===== config.mk =====
export PLATFORM = sky130hd
export DESIGN_NAME = gpio_ctrl
export DESIGN_NICKNAME = d
export VERILOG_FILES = /design/src/rtl/gpio_pkg.sv /design/src/rtl/gpio_sync_edge.sv /design/src/rtl/gpio_ctrl.sv
export SDC_FILE = /design/constraint.sdc
export NUM_CORES = 1
export LEC_CHECK = 0
export ABC_AREA = 1
export BUFFER_PORTS_ARGS = -buffer_cell sky130_fd_sc_hd__buf_2
export CAP_MARGIN = 20
export CORE_MARGIN = 2
export CORE_UTILIZATION = 53
export CTS_CLUSTER_DIAMETER = 120
export DETAILED_ROUTE_END_ITERATION = 10
export PLACE_DENSITY_LB_ADDON = 0.25
export SLEW_MARGIN = 40
export SYNTH_ARGS = -nofsm -noshare
export SYNTH_HDL_FRONTEND = slang
export SYNTH_SLANG_ARGS = --single-unit

===== constraint.sdc =====
create_clock -name clk -period 8.2 [get_ports clk]
set_input_delay 0.82 -clock clk [delete_from_list [all_inputs] [get_ports clk]]
set_output_delay 0.82 -clock clk [all_outputs]
set_load 0.005 [all_outputs]

===== src/rtl/gpio_pkg.sv =====
// Shared register offsets and limits for the GPIO controller.
package gpio_pkg;

  localparam logic [7:0] GPIO_DATA     = 8'h00;
  localparam logic [7:0] GPIO_DIR      = 8'h04;
  localparam logic [7:0] GPIO_PIN      = 8'h08;
  localparam logic [7:0] GPIO_SET      = 8'h0C;
  localparam logic [7:0] GPIO_CLR      = 8'h10;
  localparam logic [7:0] GPIO_TGL      = 8'h14;
  localparam logic [7:0] GPIO_IRQ_EN   = 8'h18;
  localparam logic [7:0] GPIO_IRQ_POL  = 8'h1C;
  localparam logic [7:0] GPIO_IRQ_STAT = 8'h20;

  localparam int GPIO_MAX_WIDTH = 32;

endpackage


===== src/rtl/gpio_sync_edge.sv =====
// Pad input synchroniser followed by a one-flop history used to detect
// rising and falling edges on the synchronised value.
module gpio_sync_edge #(
  parameter int WIDTH  = 32,
  parameter int STAGES = 2
) (
  input  logic             clk,
  input  logic             rst,
  input  logic [WIDTH-1:0] async_in,
  output logic [WIDTH-1:0] sync_in,
  output logic [WIDTH-1:0] rise,
  output logic [WIDTH-1:0] fall
);

  logic [WIDTH-1:0] sync_q [STAGES];
  logic [WIDTH-1:0] prev_q;

  // Stage 0 may go metastable; only the last stage is consumed.
  always_ff @(posedge clk or posedge rst) begin
    if (rst) begin
      for (int i = 0; i < STAGES; i++) sync_q[i] <= '0;
      prev_q <= '0;
    end else begin
      sync_q[0] <= async_in;
      for (int i = 1; i < STAGES; i++) sync_q[i] <= sync_q[i-1];
      prev_q <= sync_q[STAGES-1];
    end
  end

  assign sync_in = sync_q[STAGES-1];
  assign rise    = sync_in & ~prev_q;
  assign fall    = ~sync_in & prev_q;

endmodule


===== src/rtl/gpio_ctrl.sv =====
// Memory-mapped GPIO bank: data/direction registers, atomic set/clear/toggle
// writes, synchronised pin readback and per-pin edge interrupts.
module gpio_ctrl
  import gpio_pkg::*;
#(
  parameter int GPIO_WIDTH  = 32,
  parameter int SYNC_STAGES = 2
) (
  input  logic                  clk,
  input  logic                  rst,
  input  logic                  en,
  input  logic                  wr,
  input  logic [7:0]            addr_offset,
  input  logic [31:0]           data_in,
  output logic [31:0]           data_out,
  output logic                  rd_valid,
  input  logic [GPIO_WIDTH-1:0] gpio_in,
  output logic [GPIO_WIDTH-1:0] gpio_out,
  output logic [GPIO_WIDTH-1:0] gpio_oe,
  output logic                  irq
);

  localparam int W = GPIO_WIDTH;

  logic [W-1:0] data_q, dir_q, irq_en_q, irq_pol_q, irq_stat_q;
  logic [W-1:0] sync_in, rise, fall, evt, wdata, w1c_mask;
  logic [31:0]  rd_data;
  logic         wr_strobe, rd_strobe;

  assign wr_strobe = en & wr;
  assign rd_strobe = en & ~wr;
  assign wdata     = data_in[W-1:0];

  gpio_sync_edge #(
    .WIDTH  (W),
    .STAGES (SYNC_STAGES)
  ) u_sync_edge (
    .clk      (clk),
    .rst      (rst),
    .async_in (gpio_in),
    .sync_in  (sync_in),
    .rise     (rise),
    .fall     (fall)
  );

  assign evt      = irq_en_q & ((irq_pol_q & rise) | (~irq_pol_q & fall));
  assign w1c_mask = (wr_strobe && addr_offset == GPIO_IRQ_STAT) ? wdata : '0;

  always_ff @(posedge clk or posedge rst) begin
    if (rst) begin
      data_q    <= '0;
      dir_q     <= '0;
      irq_en_q  <= '0;
      irq_pol_q <= '0;
    end else if (wr_strobe) begin
      case (addr_offset)
        GPIO_DATA:    data_q    <= wdata;
        GPIO_DIR:     dir_q     <= wdata;
        GPIO_SET:     data_q    <= data_q | wdata;
        GPIO_CLR:     data_q    <= data_q & ~wdata;
        GPIO_TGL:     data_q    <= data_q ^ wdata;
        GPIO_IRQ_EN:  irq_en_q  <= wdata;
        GPIO_IRQ_POL: irq_pol_q <= wdata;
        default: ;
      endcase
    end
  end

  // A new event on a bit beats a simultaneous write-1-to-clear of that bit.
  always_ff @(posedge clk or posedge rst) begin
    if (rst) begin
      irq_stat_q <= '0;
      irq        <= 1'b0;
    end else begin
      irq_stat_q <= (irq_stat_q & ~w1c_mask) | evt;
      irq        <= |(irq_stat_q & irq_en_q);
    end
  end

  always_comb begin
    rd_data = '0;
    case (addr_offset)
      GPIO_DATA:     rd_data[W-1:0] = data_q;
      GPIO_DIR:      rd_data[W-1:0] = dir_q;
      GPIO_PIN:      rd_data[W-1:0] = (data_q & dir_q) | (sync_in & ~dir_q);
      GPIO_IRQ_EN:   rd_data[W-1:0] = irq_en_q;
      GPIO_IRQ_POL:  rd_data[W-1:0] = irq_pol_q;
      GPIO_IRQ_STAT: rd_data[W-1:0] = irq_stat_q;
      default:       rd_data = '0;
    endcase
  end

  always_ff @(posedge clk or posedge rst) begin
    if (rst) begin
      data_out <= '0;
      rd_valid <= 1'b0;
    end else begin
      rd_valid <= rd_strobe;
      if (rd_strobe) data_out <= rd_data;
    end
  end

  assign gpio_out = data_q;
  assign gpio_oe  = dir_q;

endmodule


==> results of run 1 <==
stage by stage:
stage | instances | worst slack, ns | hold slack, ns | instance area [um^2] | total power, mW
after global placement | 2288 | 4.32 | 0.333 | 15700 | 1.90
after detailed placement | 2289 | 4.23 | 0.335 | 15800 | 1.92
after global routing | 2353 | 4.83 | 0.353 | 17100 | 3.65
final | 2353 | 4.96 | 0.345 | 17100 | 3.52
after floorplan | 1815 | 3.53 | 0.331 | 14800 | 1.77
after CTS | 2349 | 4.76 | 0.348 | 17000 | 3.54
where the power goes:
| group | leakage, nW | internal [mW] | switching [mW] |
|---|---|---|---|
| clock | 0.595 | 1.03 | 0.597 |
| combinational | 4.48 | 0.115 | 0.198 |
| sequential | 3.58 | 1.51 | 0.0745 |
state kept, by name (all words and copies together) (netlist names):
name,cells
u_sync_edge.sync_q,32
gpio_oe,32
irq_pol_q,32
rd_valid,1
u_sync_edge.sync_in,32
data_out,32
irq_en_q,32
irq_stat_q,32
gpio_out,32
irq,1
u_sync_edge.prev_q,32
metal layers:
| layer | vias up | part of all wire |
|---|---|---|
| met5 | - | 0 |
| met4 | 0 | 0.032 |
| met3 | 92 | 0.090 |
| met2 | 592 | 0.45 |
| met1 | 6219 | 0.43 |
| li1 | 6182 | - |
worst paths after layout:
path / to / slack [ns] / cells after the start
max in group asynchronous: u_sync_edge.prev_q[2]$_DFF_PP0_ / 6.16 / 5
max reg2reg: gpio_out[18]$_DFFE_PP0P_ / 6.80 / 8
max: gpio_out[22]$_DFFE_PP0P_ / 4.96 / 11
min: u_sync_edge.sync_in[8]$_DFF_PP0_ / 0.35 / 0
min reg2reg: u_sync_edge.sync_in[8]$_DFF_PP0_ / 0.35 / 0
min in group asynchronous: u_sync_edge.sync_q[51]$_DFF_PP0_ / 0.40 / 2
cell type report:
class | instances | share of cell area
sequential | 290 | 0.425
multi-input combinational | 1241 | 0.370
clock buffer | 51 | 0.0625
clock inverter | 9 | 0.00878
inverter | 191 | 0.0423
tap | 378 | 0.0277
timing repair buffer | 193 | 0.0646
synthesized netlist by cell type (7+ instances only):
| library cell | count | share of area |
|---|---|---|
| a22o_1 | 13 | 0.0077 |
| o31ai_1 | 16 | 0.0081 |
| o21a_1 | 17 | 0.0086 |
| nand3b_1 | 15 | 0.0076 |
| inv_1 | 185 | 0.047 |
| o21ai_1 | 119 | 0.040 |
| ha_1 | 64 | 0.054 |
| nand3_1 | 209 | 0.071 |
| o21ai_0 | 88 | 0.030 |
| nand4_1 | 33 | 0.014 |
| nand2_1 | 410 | 0.10 |
| a21oi_1 | 63 | 0.021 |
| clkbuf_1 | 26 | 0.0066 |
| buf_6 | 7 | 0.0053 |
| buf_4 | 16 | 0.0081 |
| nor2_1 | 173 | 0.044 |
| dfrtp_1 | 290 | 0.49 |
| buf_2 | 42 | 0.014 |
cells by family after synthesis:
family	count (synthesis)	share of synthesized area
buffers and inverters	284	0.0835
adder cells (fa/ha/maj)	64	0.0542
flip-flops	290	0.491
AND/OR/NAND/NOR	860	0.255
AO/OA/AOI/OAI	317	0.117
==> impl_metrics.yaml, run 1 <==
logic_synthesis:
  async_reset_ff_frac: 1.00
  ys_warn_count: 0
  syn_avg_cell_area_um2: 8.14
  yosysSeqAreaShare: 0.491
  syn_nets: 1955
  ys_seq_elements: 290
  synth.distinct_cells: 29
  yosys_most_used_dff: "dfrtp_1"
  postSynthCellCount: 1815
  synth_edf_count: 0
  syn_area_um2: 14800
place:
  gp_congestion: 0.855
  io_buffers: 173
  post-dp-hpwl_um: 25500
clock_network:
  clk_pin_slew_ns: 0.06
  numClockSinks: 290
  cts_setup_buffers: 0
  clk_latency_ns: 0.52
  cts_tree: "built"
  cts-root-buf: "clkbuf_16"
  htree_levels: 2
  cts_buffer_depth: 3
  cts_buffers: 34
  ctsHoldBuffers: 0
  cts_resized: 0
setup_path:
  start_kind: "input port"
  critPathSlowestCell: "nand2_2"
  max_stage_delay_ns: 0.62
  crit_top_cell: "nand2_1"
  crit_start: "addr_offset[0]"
  arrival_ns: 3.69
  path_cells: "buf_2 > inv_2 > nand2_4 > nor2_8 > buf_6 > nand2_2 > nand2_1 > nor2_1 > nor2_4 > nand2_1 > nand2_1"
  path_class: "in2reg"
  critPathBufInv: 3
  path_delay_family: "simple AND/OR/NAND/NOR gates"
  cp.required_ns: 8.65
  cp-end-kind: "register"
  critPathMaxFanout: 67
  timing.rr.start: "gpio_out[18]$_DFFE_PP0P_"
power:
  ir_drop_mv: 0.154
  p_per_area_nw_per_um2: 206
  p_leak_nw: 8.65
detailed_routing:
  viasPerCell: 5.56
  first_pass_iters: 6
  wire_per_inst_um: 17.7
  detail-route-antenna-nets: 0
  drt_iter0_drc: 1197
  vias: 13100
  drt-total-wl_um: 41600
  drc_errors: 0
sta:
  max_freq_ghz: 0.309
  clock_skew_ns: 0.0150
  slew_violations: 0
  worst_pin_slew_ns: 0.858
  min_period_ns: 3.24
  rsz0062_at_grt: "false"
  finalCritPeriodShare: 0.395
  setup_viol: 0
  tns_ns: 0
  hold_viol_final: 0
  max-slew-margin-rel: 0.428
grt:
  grt_remaining_overflow: 0
  top_usage_layer: "met2"
  grt.met1_usage: 0.405
  use_met3: 0.0527
  antenna_found_initial: 0
  grt_max_degree: 80
  gr-usage-all-layers: 0.291
  grt_first_pass_wirelength_um: 67000
  grtUsageMet2: 0.453
  first_global_vias: 12800
cells_and_area:
  nets: 2091
  multi_input_area_um2: 6320
  final_common_cell: "nand2_1"
  area_growth_pct: 15.7
  final_cell_mix: "nand2_1, dfrtp_1, nand3_1, inv_1, buf_2"
  nFillCells: 2437
  finish.utilization: 0.619
  drive_above_1_share: 0.141
  regArea_um2: 7260
  diodes: 0
die:
  die-area_um2: 29200
  start_util: 0.535
  fp.dieH_um: 171
  coreArea_um2: 27600
  die_w_um: 171
  rows: 61
  io_pins: 174
worst_hold_path:
  min_from: "u_sync_edge.sync_q[40]$_DFF_PP0_"
  hold_path.class: "reg2reg"
run:
  timing.max_cap.violations: 0
run_status:
  status: "finished, final reports clean"
Power figures use the tool's default switching activity.
==> inputs of run 2 (changes only) <==
Settings changed: CORE_UTILIZATION 53 to 59.
Clock period 8.2 ns to 3.2 ns, I/O delays scaled along.
==> impl_metrics.yaml, run 2 (synthesis results as in run 1) <==
clock_network:
  cts-root-buf: "clkbuf_16"
  clk_latency_ns: 0.56
  cts_resized: 0
  cts_tree: "built"
  cts_buffer_depth: 3
  clk_pin_slew_ns: 0.06
  numClockSinks: 290
  htree_levels: 1
  cts_buffers: 30
cells_and_area:
  final_area_um2: 17200
  final_cell_mix: "nand2_1, dfrtp_1, nand3_1, inv_1, buf_2"
  nFillCells: 1877
  drive_above_1_share: 0.140
  stdcell_count: 2339
  diodes: 0
  finish.utilization: 0.704
  area_growth_pct: 16.6
  nets: 2135
  final_common_cell: "nand2_1"
sta:
  rsz0062_at_grt: "false"
  finalCritPeriodShare: 0.601
  hold_viol_final: 0
  slew_violations: 0
  min_period_ns: 1.92
  worst_pin_slew_ns: 0.783
  setup_viol: 0
  max_freq_ghz: 0.520
  tns_ns: 0
  clock_skew_ns: 0.0111
  max-slew-margin-rel: 0.478
  worst_hold_slack_ns: 0.139
grt:
  first_global_vias: 12800
  grt_first_pass_wirelength_um: 67200
  gr-usage-all-layers: 0.321
  antenna_found_initial: 0
  grt_remaining_overflow: 0
  grt_max_degree: 135
setup_path:
  critPathMaxFanout: 64
  path_cells: "buf_2 > inv_1 > nand2_1 > nor2_4 > buf_4 > nand3_4 > o21ai_0"
  max_stage_delay_ns: 0.68
  start_kind: "input port"
  cp.required_ns: 3.64
  path_class: "in2reg"
  critPathSlowestCell: "nand3_4"
  cp-end-kind: "register"
  arrival_ns: 2.37
die:
  die-area_um2: 26300
  coreArea_um2: 24500
  start_util: 0.604
  rows: 57
  io_pins: 174
  die_w_um: 162
  fp.dieH_um: 162
detailed_routing:
  detail-route-antenna-nets: 0
  first_pass_iters: 6
  wire_per_inst_um: 17.8
  vias: 13400
  drt-total-wl_um: 41700
  viasPerCell: 5.74
  drc_errors: 0
  drt_iter0_drc: 1403
run_status:
  status: "finished, final reports clean"
power:
  p_per_area_nw_per_um2: 491
  ir_drop_mv: 0.404
  pwr-share-clk: 0.423
  switching_share: 0.250
  share_comb_of_total_power: 0.099
  power.switching_mw: 2.12
  p_int_mw: 6.35
  pwr-share-seq: 0.479
  p_leak_nw: 8.76
worst_hold_path:
  hold_path.class: "in2reg"
run:
  timing.max_cap.violations: 0
place:
  place_inst: 2254
  gp_congestion: 0.860
  post-dp-hpwl_um: 26400
  io_buffers: 173
  dpl-instance-area_um2: 15900
-- run 2: per-stage QoR --
| step | worst slack, ns | total power, mW |
|---|---|---|
| floorplan | -0.967 | 4.54 |
| global placement | 0.838 | 4.87 |
| global route | 1.10 | 8.80 |
| finish | 1.28 | 8.47 |
| CTS | 1.35 | 8.51 |
| detailed placement | 0.775 | 4.91 |
-- run 2: timing repair --
item / in CTS / in global routing
endpoints found under the hold margin: 45 / 0
hold buffers: 33 / 0
setup buffers: 0 / 0
-- run 2: per-layer routing --
metal	wire length, um	global-route usage	share of wire
met5	0	0	0
met4	1630	0.124	0.039
met3	4060	0.0506	0.097
met2	19200	0.513	0.46
met1	16900	0.446	0.40
-- run 2: layout make-up --
| type | count | area, um^2 | share of cell area |
|---|---|---|---|
| Clock buffer | 45 | 898 | 0.0521 |
| Clock inverter | 7 | 114 | 0.00661 |
| Inverter | 191 | 723 | 0.0420 |
| Multi-Input combinational cell | 1241 | 6300 | 0.366 |
| Sequential cell | 290 | 7260 | 0.421 |
| Tap cell | 324 | 405 | 0.0235 |
| Timing Repair Buffer | 241 | 1530 | 0.0887 |
-- run 2: worst max-delay path, delay by kind of cell --
| family | cells | cell delay, ns |
|---|---|---|
| compound gates | 1 | 0.44 |
| buf+inv | 3 | 0.55 |
| simple gates | 3 | 1.02 |
-- run 2: power groups by stage --
stage / combinational, mW / clock (mW) / sequential (mW)
finish: 0.834 / 3.58 / 4.05
global route: 0.953 / 3.77 / 4.07
CTS: 0.837 / 3.62 / 4.05
detailed placement: 0.801 / 0 / 4.11
global placement: 0.768 / 0 / 4.11
floorplan: 0.470 / 0 / 4.07
-- run 2: path summary, 6_finish.rpt --
path / from / endpoint / slack, ns / cells past startpoint
worst min-delay path: data_in[23] / gpio_out[23]$_DFFE_PP0P_ / 0.14 / 5
worst max register to register: gpio_out[5]$_DFFE_PP0P_ / gpio_out[5]$_DFFE_PP0P_ / 1.80 / 8
max in group asynchronous: rst / irq_stat_q[22]$_DFF_PP0_ / 2.03 / 4
min in group asynchronous: rst / u_sync_edge.sync_q[56]$_DFF_PP0_ / 0.23 / 3
worst min register to register: u_sync_edge.sync_q[40]$_DFF_PP0_ / u_sync_edge.sync_in[8]$_DFF_PP0_ / 0.34 / 0
worst max-delay path: addr_offset[5] / irq_en_q[30]$_DFFE_PP0P_ / 1.28 / 7
